### config.mk
export PLATFORM = sky130hd
export DESIGN_NAME = hazard_stall_ctrl
export DESIGN_NICKNAME = d
export VERILOG_FILES = /design/src/rtl/hazard_stall_ctrl.sv
export SDC_FILE = /design/constraint.sdc
export NUM_CORES = 1
export LEC_CHECK = 0
export ABC_CLOCK_PERIOD_IN_PS = 2750
export CORE_MARGIN = 2
export CORE_UTILIZATION = 49
export DETAILED_ROUTE_END_ITERATION = 12
export PLACE_DENSITY = 0.8
export SKIP_LAST_GASP = 1
export SYNTH_ARGS = -nofsm -noshare
export SYNTH_HDL_FRONTEND = slang
export SYNTH_SLANG_ARGS = --single-unit
### constraint.sdc
create_clock -name clk -period 2.75 [get_ports clk]
set_input_delay 0.6875 -clock clk [delete_from_list [all_inputs] [get_ports clk]]
set_output_delay 0.6875 -clock clk [all_outputs]
set_load 0.01 [all_outputs]
### src/rtl/hazard_stall_ctrl.sv
// rtl/hazard_stall_ctrl.sv - pipeline hazard, memory-hold and debug-halt stall sequencer
// Outputs are combinational from state and ID/EX/MEM observations.
module hazard_stall_ctrl #(
    parameter int DRAIN_CYCLES = 3,
    parameter int MEM_TIMEOUT  = 64,
    parameter int CNT_W        = 16
) (
    input  logic             clk,
    input  logic             rst_n,
    input  logic [4:0]       ID_Rs1,
    input  logic [4:0]       ID_Rs2,
    input  logic             ID_UsesRs1,
    input  logic             ID_UsesRs2,
    input  logic             EX_MemRead,
    input  logic [4:0]       EX_Rd,
    input  logic             EX_BranchTaken,
    input  logic             MEM_Access,
    input  logic             MEM_Ack,
    input  logic             dbg_halt_req,
    output logic             nopMux_Select,
    output logic             PCWrite,
    output logic             IFID_Write,
    output logic             IFID_Flush,
    output logic             Pipe_Hold,
    output logic             dbg_halt_ack,
    output logic             mem_timeout,
    output logic [CNT_W-1:0] stall_cnt
);

    localparam int TO_W = (MEM_TIMEOUT < 2) ? 1 : $clog2(MEM_TIMEOUT + 1);
    localparam logic [TO_W-1:0] TO_MAX = TO_W'(MEM_TIMEOUT);
    localparam logic [3:0]      DR_MAX = 4'(DRAIN_CYCLES);

    typedef enum logic [1:0] {
        RUN      = 2'd0,
        MEM_WAIT = 2'd1,
        DRAIN    = 2'd2,
        HALTED   = 2'd3
    } state_t;

    state_t          state_q;
    state_t          state_d;
    logic [3:0]      drain_q;
    logic [3:0]      drain_d;
    logic [TO_W-1:0] to_q;
    logic [TO_W-1:0] to_d;
    logic            timeout_hit;
    logic            run_cases;
    logic            memhold;
    logic            loaduse;

    assign memhold = MEM_Access & ~MEM_Ack;
    assign loaduse = EX_MemRead & (EX_Rd != 5'd0) &
                     ((ID_UsesRs1 & (ID_Rs1 == EX_Rd)) |
                      (ID_UsesRs2 & (ID_Rs2 == EX_Rd)));

    always_ff @(posedge clk or negedge rst_n) begin
        if (!rst_n) begin
            state_q     <= RUN;
            drain_q     <= '0;
            to_q        <= '0;
            mem_timeout <= 1'b0;
            stall_cnt   <= '0;
        end else begin
            state_q <= state_d;
            drain_q <= drain_d;
            to_q    <= to_d;
            if (timeout_hit) begin
                mem_timeout <= 1'b1;
            end
            if (!PCWrite && (stall_cnt != {CNT_W{1'b1}})) begin
                stall_cnt <= stall_cnt + 1'b1;
            end
        end
    end

    always_comb begin
        state_d       = state_q;
        drain_d       = drain_q;
        to_d          = to_q;
        timeout_hit   = 1'b0;
        run_cases     = 1'b0;
        nopMux_Select = 1'b0;
        PCWrite       = 1'b1;
        IFID_Write    = 1'b1;
        IFID_Flush    = 1'b0;
        Pipe_Hold     = 1'b0;
        dbg_halt_ack  = 1'b0;

        case (state_q)
            RUN: begin
                if (memhold) begin
                    Pipe_Hold  = 1'b1;
                    PCWrite    = 1'b0;
                    IFID_Write = 1'b0;
                    state_d    = MEM_WAIT;
                end else begin
                    run_cases = 1'b1;
                end
            end
            MEM_WAIT: begin
                if (!MEM_Ack) begin
                    Pipe_Hold  = 1'b1;
                    PCWrite    = 1'b0;
                    IFID_Write = 1'b0;
                    if (to_q != TO_MAX) begin
                        to_d = to_q + 1'b1;
                    end
                    timeout_hit = (to_d == TO_MAX);
                end else begin
                    // Release cycle behaves like an ordinary RUN cycle
                    to_d      = '0;
                    state_d   = RUN;
                    run_cases = 1'b1;
                end
            end
            DRAIN: begin
                nopMux_Select = 1'b1;
                PCWrite       = 1'b0;
                IFID_Write    = 1'b0;
                if (memhold) begin
                    Pipe_Hold = 1'b1;
                end else begin
                    drain_d = drain_q + 1'b1;
                    if (drain_d == DR_MAX) begin
                        state_d = HALTED;
                    end
                end
            end
            HALTED: begin
                nopMux_Select = 1'b1;
                PCWrite       = 1'b0;
                IFID_Write    = 1'b0;
                dbg_halt_ack  = dbg_halt_req;
                if (!dbg_halt_req) begin
                    drain_d = '0;
                    state_d = RUN;
                end
            end
            default: begin
                state_d = RUN;
            end
        endcase

        // Branch beats load-use (ID is wrong-path); both defer halt acceptance
        if (run_cases) begin
            if (EX_BranchTaken) begin
                IFID_Flush    = 1'b1;
                nopMux_Select = 1'b1;
                PCWrite       = 1'b1;
            end else if (loaduse) begin
                nopMux_Select = 1'b1;
                PCWrite       = 1'b0;
                IFID_Write    = 1'b0;
            end else if (dbg_halt_req) begin
                nopMux_Select = 1'b1;
                PCWrite       = 1'b0;
                IFID_Write    = 1'b0;
                drain_d       = 4'd1;
                state_d       = (DR_MAX == 4'd1) ? HALTED : DRAIN;
            end
        end

        if (!rst_n) begin
            nopMux_Select = 1'b1;
            PCWrite       = 1'b0;
            IFID_Write    = 1'b0;
            IFID_Flush    = 1'b0;
            Pipe_Hold     = 1'b0;
            dbg_halt_ack  = 1'b0;
        end
    end

endmodule

# Word level (Yosys, flattened, before mapping)
# Index checks and enable logic that the tools add are counted.
# op_classes
n_mux	50
add_sub_neg	3
n_reduce_logical	6
bitwise_logic	7
eq_ne	9
# ops
op	n
7-bit two-way mux	4
1-bit two-way mux	26
4-bit two-way mux	6
2-bit two-way mux	9
16-bit by 1-bit adder with 16-bit output (second input constant)	1
16-bit inequality test (second input constant)	1
5-bit == test	2
2-bit case mux with 4 select lines	1
4-bit case mux with 2 select lines	1
7-bit by 1-bit adder with 7-bit output (second input constant)	1
7-bit == test (second input constant)	1
7-bit inequality test (second input constant)	1
1-bit AND	5
5-bit nonzero test	1
4-bit by 1-bit adder with 4-bit output (second input constant)	1
2-bit == test (second input constant)	2
4-bit by 2-bit == test with 1-bit output (second input constant)	1
1-bit case mux with 2 select lines	2
2-bit OR reduction	2
1-bit case mux with 3 select lines	1
2-bit by 1-bit == test with 1-bit output (second input constant)	1
2-bit zero test	1
1-bit logical AND	1
1-bit zero test	1
2 further kinds	2
# word_totals
input_bits	24
out_inout_bits	23
elab_cells	80
reg_bits	30

# Logic depth before layout (Yosys ltp)
# Gate-level depths: netlist (run 1).
# depth
ltp_word	11
depth_mapped	8
ltp_nobuf	8

# Least setup slack after synthesis (run 1)
# Ideal clock, no wire load.
# synth_path
path_type	in2out
from	input port EX_Rd[1]
to	output port nopMux_Select
path_stages	6
t_arrival_ns	2.023
n_path_buf	0
setup_slack_ns	0.039
path_cell_list	or4_1 -> o21ai_1 -> inv_2 -> a21oi_1 -> a21oi_1 -> or3b_1
# synth_via
elab_chain_cells	8
elab_cells_between_ends	12
# synth_lines
item	line_no	source
start, declared	15	input logic [4:0] EX_Rd,
5-bit == test, on equally long branches	54, 55	
1-bit AND, on equally long branches	54, 55	
1-bit bitwise OR	54	((ID_UsesRs1 & (ID_Rs1 == EX_Rd)) |
1-bit AND *	53	assign loaduse = EX_MemRead & (EX_Rd != 5'd0) &
1-bit two-way mux *	151	end else if (loaduse) begin
1-bit two-way mux *	147	if (EX_BranchTaken) begin
1-bit two-way mux *	146	if (run_cases) begin
1-bit two-way mux *	164	if (!rst_n) begin
end, declared	20	output logic nopMux_Select,
# Every way passes the cells marked *; elsewhere a longest branch is shown, timed or not.

# Worst setup path in the final report (run 1)
# Ends and elaborated chain as after synthesis.

==> summary.md, run 1 <==
| Metric | Value |
|---|---|
| Result of the run | complete, but fails checks |
| Violations in the final reports | setup timing |
| Share of layout cells above drive strength 1 | 0.201 |
| Number of levels the H-tree was split into | 2 |
| Routed via count divided by cell count | 5.28 |
| Critical path startpoint category | input pin |
| TritonCTS buffer count | 5 |
| Number of cell instances on the worst register-to-register path | 9 |
| Worst hold path class | register to register |
| Leakage | 1.28 nW |
| Initial antenna violation count | 0 |
| Vias after detailed routing | 1694 |
| Post-synth EDFFs | 0 |
| Footprint of the multi-input gates | 1100 um^2 |
| Post-synthesis cell count | 202 |
| Ranking of synthesized cells by area | dfrtp_1 (41%), xnor2_1 (9.5%), xor2_1 (4.8%), nand2_1 (4.5%), ha_1 (3.4%) |
| Endpoints failing hold | 0 |
| Main synth FF type | dfrtp_1 |
| Critical path peak fanout | 2 |
| Combinational fraction of design power | 0.398 |
| Area taken by flip-flops and latches | 751 um^2 |
| Fraction of post-synthesis cell area in the top cell type by area | 0.409 |
| Mean cell area of the mapped netlist | 9.08 um^2 |
| Number of hold-repair buffers added at the cts stage | 0 |
| GRT Residual Overflow | 0 |
| Peak clock frequency supported by timing | 343 MHz |
| Max-cap check violation count | 0 |
| Time the final worst path needs with I/O delays and setup | 2920 ps |
| TritonCTS clock tree | done |
| Unrepaired setup endpoints after global routing | yes |
| Worst r2r src | stall_cnt[0]$_DFFE_PN0P_ |
| Number of setup violations in the final report | 3 |
| Clock Path Buffers | 2 |
| Area growth syn-to-layout | 45.6% |
| Count of buffers from port buffering | 46 |
| Final #Nets | 301 |
| Internal cell power | 0.00120 W |
| Final worst path period share | 1.06 |
| Die Area | 4250 um^2 |
| Worst-skew pair later-pin latency | 280 ps |
| Category of the most critical setup path | input pin to primary output |
| Endpoint class of the critical path | primary output |
| Antenna Violating Nets Remaining | 0 |
| Number of warning messages in the yosys log | 0 |
| Minimum setup slack in the final design | -167 ps |
| Part of the power in registers | 0.411 |
| Switching power as a share of total power | 0.379 |
| Core Region | 3630 um^2 |
| X dimension of the die | 65.2 um |
| Die Span Y | 65.2 um |
| Async SR Flop Fraction | 1.00 |
| Final HPWL DP | 3110 um |
| Via count of the first global-routing pass | 1549 |
| Wire length of the first global-routing pass | 6930 um |
| Sinks on Clock Net | 30 |
| Worst max-slew margin expressed relative to the limit | 0.584 |
| Number of max-slew violations in the final report | 0 |
| Synth Net Count | 231 |
| CP arrival | 2230 ps |
| Most common library cell in the layout ignoring fill and taps | dfrtp_1 |
| Least-Margin Pin Slew | 620 ps |
| Starting utilization of the core area | 0.505 |
| Number of DRC markers in iteration 0 | 83 |
| Master cell of the clock root buffer | clkbuf_8 |
| Detailed-route DRC error count | 0 |
| Cell type contributing the most total cell area after synthesis | dfrtp_1 |
| Largest vdd supply drop | 0.624 mV |
| Number of synthesized register bits | 30 |
| Total number of placement rows | 22 |
| Overall global routing resource usage | 0.211 |
| Internal reg-to-reg setup slack | 570 ps |
| Count of filler cells inserted in the layout | 289 |
| CP Data Required Time | 2060 ps |
| Final standard cell utilization of the core | 0.735 |
| Switching power total | 0.000729 W |
| PwrDens | 721 nW/um^2 |
| Ant. Diodes | 0 |
| Largest net degree at the start of global routing | 25 |
| First-pass detailed-route iteration total | 4 |
| Commonest cells after routing, fill and taps aside | dfrtp_1 (30), clkdlybuf4s50_1 (23), buf_4 (23) |
| Clock slew seen by the registers of the worst setup and hold paths | 60 ps |
| Sequential fraction of the synthesis area | 0.409 |
| Routed length per placed instance | 13.9 um |
| Number of I/O pins | 47 |
| Share of total power in the clock network | 0.191 |
| Critical path launch point | EX_Rd[1] |
| Mapped cell area | 1830 um^2 |
| Crit Reg-Reg Endpoint | stall_cnt[7]$_DFFE_PN0P_ |
| Wire length after detailed routing | 4470 um |
| Placer's final routability congestion estimate | 0.839 |
| Count of distinct cell types in the synthesized netlist | 39 |
| Post-route clock skew | 6.47 ps |
| Endpoint of the most critical setup path | nopMux_Select |
| Hold_ws | 470 ps |
## layout make-up
class	count	share of cell area
clock buffers	7	0.0323
clock inverters	1	0.00187
inverters	7	0.00984
multi-input cells	158	0.411
flip-flops and latches	30	0.281
well taps	48	0.0225
repair buffers	70	0.242
## how the worst min path moves through the flow
| stage | startpoint | end | slack, ps | depth (start not counted) |
|---|---|---|---|---|
| final | mem_timeout$_DFFE_PN0P_ | mem_timeout$_DFFE_PN0P_ | 470 | 1 |
| after global routing | mem_timeout$_DFFE_PN0P_ | mem_timeout$_DFFE_PN0P_ | 510 | 1 |
| after global placement | mem_timeout$_DFFE_PN0P_ | mem_timeout$_DFFE_PN0P_ | 460 | 1 |
| after CTS | mem_timeout$_DFFE_PN0P_ | mem_timeout$_DFFE_PN0P_ | 480 | 1 |
| after floorplan | rst_n | drain_q[0]$_DFF_PN0_ | 390 | 0 |
| after detailed placement | mem_timeout$_DFFE_PN0P_ | mem_timeout$_DFFE_PN0P_ | 470 | 1 |
## registers in the layout (all words and copies together), names as in the netlist
signal / flops
state_q: 2
drain_q: 4
to_q: 7
stall_cnt: 16
mem_timeout: 1
## critical path, cell delays in order
cell             delay, ps
clkdlybuf4s15_1        200
or4_4                  440
o21ai_4                150
inv_2                   60
a21oi_2                130
a21oi_1                 80
or3b_1                 340
buf_2                  150
## cells by family after synthesis
family | Yosys count | share of synthesized area
simple gates | 85 | 0.256
compound gates | 37 | 0.123
mux | 1 | 0.00614
buf+inv | 14 | 0.0286
flops | 30 | 0.409
fa+ha+maj | 5 | 0.0341
xor+xnor | 30 | 0.143
## per-layer routing
metal  vias up  wire length (um)  global-route usage
li1        845                 -                   -
met1       813              1980               0.261
met2        27              2230               0.353
met3         9               184              0.0634
met4         0                74              0.0703
met5         -                 0                   0
## synthesized netlist by cell type, types with 2 or more instances
master,number
a21oi_1,11
nand2b_1,4
inv_1,6
or3b_1,2
nor3_1,7
nand3_1,7
o21ai_1,6
and3_4,4
o31ai_1,2
o21a_1,2
xor2_1,10
nor2_1,16
nand4_1,9
ha_1,5
a21o_1,4
o211ai_1,2
nand2_1,22
and3_1,4
a211oi_1,2
clkbuf_1,7
o21ai_0,4
dfrtp_1,30
xnor2_1,20
## stage by stage
| stage | setup WS [ps] | power (W) | TNS [ps] | area (um^2) | std cells |
|---|---|---|---|---|---|
| after floorplan | 39.4 | 0.00122 | 0 | 1830 | 202 |
| after global placement | -867 | 0.00153 | -5070 | 2480 | 309 |
| after detailed placement | -872 | 0.00156 | -5490 | 2480 | 309 |
| after CTS | -214 | 0.00193 | -567 | 2570 | 318 |
| after global routing | -244 | 0.00208 | -433 | 2670 | 321 |
| final | -167 | 0.00193 | -212 | 2670 | 321 |
## power by group through the flow
stage	logic [W]	registers, W	clock network [W]
6_report	0.000766	0.000792	0.000367
5_1_grt	0.000863	0.000823	0.000395
4_1_cts	0.000760	0.000791	0.000377
3_5_place_dp	0.000763	0.000798	0
3_3_place_gp	0.000741	0.000791	0
2_1_floorplan	0.000489	0.000732	0
## what timing repair did
item / 4_1_cts / 5_1_grt
pin swaps: 6 / 19
resized for setup: 29 / 26
buffers inserted: 1 / 3
setup endpoints to repair: 8 / 14
(Power assumes the default switching activity.)
==> run 2: changes to the inputs <==
--- a/config.mk
+++ b/config.mk
@@ -14,3 +14,4 @@
 export SYNTH_ARGS = -nofsm -noshare
 export SYNTH_HDL_FRONTEND = slang
 export SYNTH_SLANG_ARGS = --single-unit
+export TNS_END_PERCENT = 100
==> results of run 2 <==
Same layout as run 1: the final DEF is identical, and so are final timing and power.
==> run 3: changes to the inputs <==
--- a/config.mk
+++ b/config.mk
@@ -5,11 +5,12 @@
 export SDC_FILE = /design/constraint.sdc
 export NUM_CORES = 1
 export LEC_CHECK = 0
-export ABC_CLOCK_PERIOD_IN_PS = 2750
+export ABC_CLOCK_PERIOD_IN_PS = 3600
+export CAP_MARGIN = 25
 export CORE_MARGIN = 2
-export CORE_UTILIZATION = 49
+export CORE_UTILIZATION = 53
 export DETAILED_ROUTE_END_ITERATION = 12
-export PLACE_DENSITY = 0.8
+export PLACE_DENSITY = 0.86
 export SKIP_LAST_GASP = 1
 export SYNTH_ARGS = -nofsm -noshare
 export SYNTH_HDL_FRONTEND = slang
==> constraint.sdc (replaced) <==
create_clock -name clk -period 3.6 [get_ports clk]
set_input_delay 0.9 -clock clk [delete_from_list [all_inputs] [get_ports clk]]
set_output_delay 0.9 -clock clk [all_outputs]
set_load 0.01 [all_outputs]
==> run 3 against run 2 <==
The run now ends clean. Routed wire length is 9.2% lower. Clock power is 41% lower. Utilization is 1.6 points higher. Power is 28% lower. First-iteration DRC count is 36% higher. Combinational power is 27% lower. Critical path depth is 1 lower. Sequential power is 23% lower. Non-clock buffer count is 13 lower. Global-route usage is 1.3 points higher. Clock skew is 5.7 ps higher. Critical endpoint is now IFID_Flush.
==> summary.md, run 3 (synthesis results as in run 1) <==
| Metric | Value |
|---|---|
| Result of the run | complete, no violations |
| Detailed-routed wire length on met2 | 1990 um |
| Number of cell instances on the worst register-to-register path | 6 |
| Final worst path period share | 0.961 |
| Peak clock frequency supported by timing | 289 MHz |
| Number of max-slew violations in the final report | 0 |
| Internal reg-to-reg setup slack | 1400 ps |
| Count of buffers from port buffering | 46 |
| Most common library cell in the layout ignoring fill and taps | clkdlybuf4s50_1 |
| Critical path launch point | MEM_Access |
| Unrepaired setup endpoints after global routing | no |
| Worst max-slew margin expressed relative to the limit | 0.593 |
| Die Area | 3950 um^2 |
| Number of I/O pins | 47 |
| First-pass detailed-route iteration total | 4 |
| Number of levels the H-tree was split into | 2 |
| Commonest cells after routing, fill and taps aside | clkdlybuf4s50_1 (38), dfrtp_1 (30), nand2_1 (22) |
| Final HPWL DP | 3030 um |
| Post-route clock skew | 12.1 ps |
| Least-Margin Pin Slew | 606 ps |
| Final #Nets | 288 |
| GRT Residual Overflow | 0 |
| Die Span Y | 62.8 um |
| Wire length after detailed routing | 4060 um |
| Wire length of the first global-routing pass | 7170 um |
| Number of setup violations in the final report | 0 |
| Via count of the first global-routing pass | 1633 |
| Area growth syn-to-layout | 36.7% |
| CP Buf/Inv Count | 3 |
| Footprint of the multi-input gates | 1060 um^2 |
| Clock Path Buffers | 2 |
| Overall power | 0.00138 W |
| Met3 routed WL | 130 um |
| Endpoint of the most critical setup path | IFID_Flush |
| CP Data Required Time | 2700 ps |
| Count of filler cells inserted in the layout | 242 |
| Sinks on Clock Net | 30 |
| Master cell of the clock root buffer | clkbuf_4 |
| Endpoint class of the critical path | primary output |
| Vias after detailed routing | 1614 |
| Largest delay share family, worst path | buffers and inverters |
| Number of DRC markers in iteration 0 | 113 |
| Detailed-route DRC error count | 0 |
| Uppermost layer routed | met4 |
| Hold_ws | 472 ps |
| Initial antenna violation count | 0 |
| Cell-by-cell listing of the critical path | clkdlybuf4s50_1 > nor2_1 > nor2_1 > nor3b_1 > buf_4 > and2_1 > clkdlybuf4s50_1 |
| X dimension of the die | 62.8 um |
| Largest register FFs | 16 |
| Biggest cell delay along the critical path | 500 ps |
| Logic depth of the worst setup path including buffers | 7 |
| Setup total negative slack | 0 ps |
| Antenna Violating Nets Remaining | 0 |
| CP arrival | 2560 ps |
| Largest regs | stall_cnt: 16 flops, to_q: 7 flops, drain_q: 4 flops |
| Final standard cell area without fillers | 2510 um^2 |
| Placer's final routability congestion estimate | 0.858 |
| Time the final worst path needs with I/O delays and setup | 3460 ps |
| Endpoints failing hold | 0 |
| Starting utilization of the core area | 0.550 |
| Crit Reg-Reg Endpoint | stall_cnt[1]$_DFFE_PN0P_ |
| Metal-1 WL | 1900 um |
| Core Region | 3340 um^2 |
| Final standard cell utilization of the core | 0.751 |
| Category of the most critical setup path | input pin to primary output |
| TritonCTS buffer count | 5 |
| Total number of placement rows | 21 |
| Critical path startpoint category | input pin |
| Worst-skew pair later-pin latency | 320 ps |
| CP max stage cell | clkdlybuf4s50_1 |
| Worst hold path class | register to register |
| TritonCTS clock tree | done |
| Worst r2r src | stall_cnt[11]$_DFFE_PN0P_ |
| Max-cap check violation count | 0 |
| Overall global routing resource usage | 0.225 |
| Ant. Diodes | 0 |
| Leakage | 1.10 nW |
| Clock slew seen by the registers of the worst setup and hold paths | 100 ps |
| PwrDens | 550 nW/um^2 |
| Most flop-heavy register | stall_cnt |
| Area after detailed placement | 2400 um^2 |
| Area taken by flip-flops and latches | 751 um^2 |
| Largest vdd supply drop | 0.372 mV |
| Share of layout cells above drive strength 1 | 0.131 |
| Largest net degree at the start of global routing | 25 |
| Routed via count divided by cell count | 5.27 |
| Critical path peak fanout | 4 |
| Routed length per placed instance | 13.3 um |
==> run 3: cell types whose count changed in the layout (fill, tap and decap cells not counted), sizes merged <==
| cell | previous run | this run |
|---|---|---|
| buf | 29 | 12 |
| clkbuf | 8 | 6 |
| clkdlybuf4s50 | 23 | 38 |
| clkinvlp | 0 | 1 |
| dlygate4sd2 | 4 | 1 |
| dlymetal6s2s | 12 | 5 |
==> run 3: cell type report <==
type                    count  share of cell area
multi-input cells         158               0.423
flip-flops and latches     30               0.299
repair buffers             57               0.219
well taps                  46              0.0230
clock buffers               6              0.0205
inverters                   7              0.0105
clock inverters             2             0.00499
==> run 3: routing by layer <==
| layer | track usage | vias up |
|---|---|---|
| met5 | 0 | - |
| met4 | 0.0556 | 0 |
| met3 | 0.0486 | 5 |
| met2 | 0.392 | 28 |
| met1 | 0.282 | 763 |
| li1 | - | 818 |
==> run 3: worst min-delay path by stage <==
stage,slack (ps),start,depth (start not counted),to
floorplan,490,to_q[6]$_DFFE_PN0P_,1,to_q[6]$_DFFE_PN0P_
global route,490,mem_timeout$_DFFE_PN0P_,1,mem_timeout$_DFFE_PN0P_
CTS,480,mem_timeout$_DFFE_PN0P_,1,mem_timeout$_DFFE_PN0P_
global placement,460,mem_timeout$_DFFE_PN0P_,1,mem_timeout$_DFFE_PN0P_
detailed placement,460,mem_timeout$_DFFE_PN0P_,1,mem_timeout$_DFFE_PN0P_
finish,470,mem_timeout$_DFFE_PN0P_,1,mem_timeout$_DFFE_PN0P_
==> run 3: timing repair <==
item	CTS	global route
resized for setup	11	7
setup endpoints to repair	3	3
hold buffers	0	0
buffers inserted	1	0
pin swaps	2	5
==> run 3: per-stage QoR <==
stage          setup slack (ps)  cells
2_1_floorplan               464    202
4_1_cts                    -221    306
3_5_place_dp               -531    297
5_1_grt                    22.1    306
6_report                    139    306
3_3_place_gp               -497    297
==> run 3: power by group <==
part	internal [W]	switching, W
clock	0.0000939	0.000121
sequential	0.000443	0.000164
combinational	0.000301	0.000257
total	0.000837	0.000542
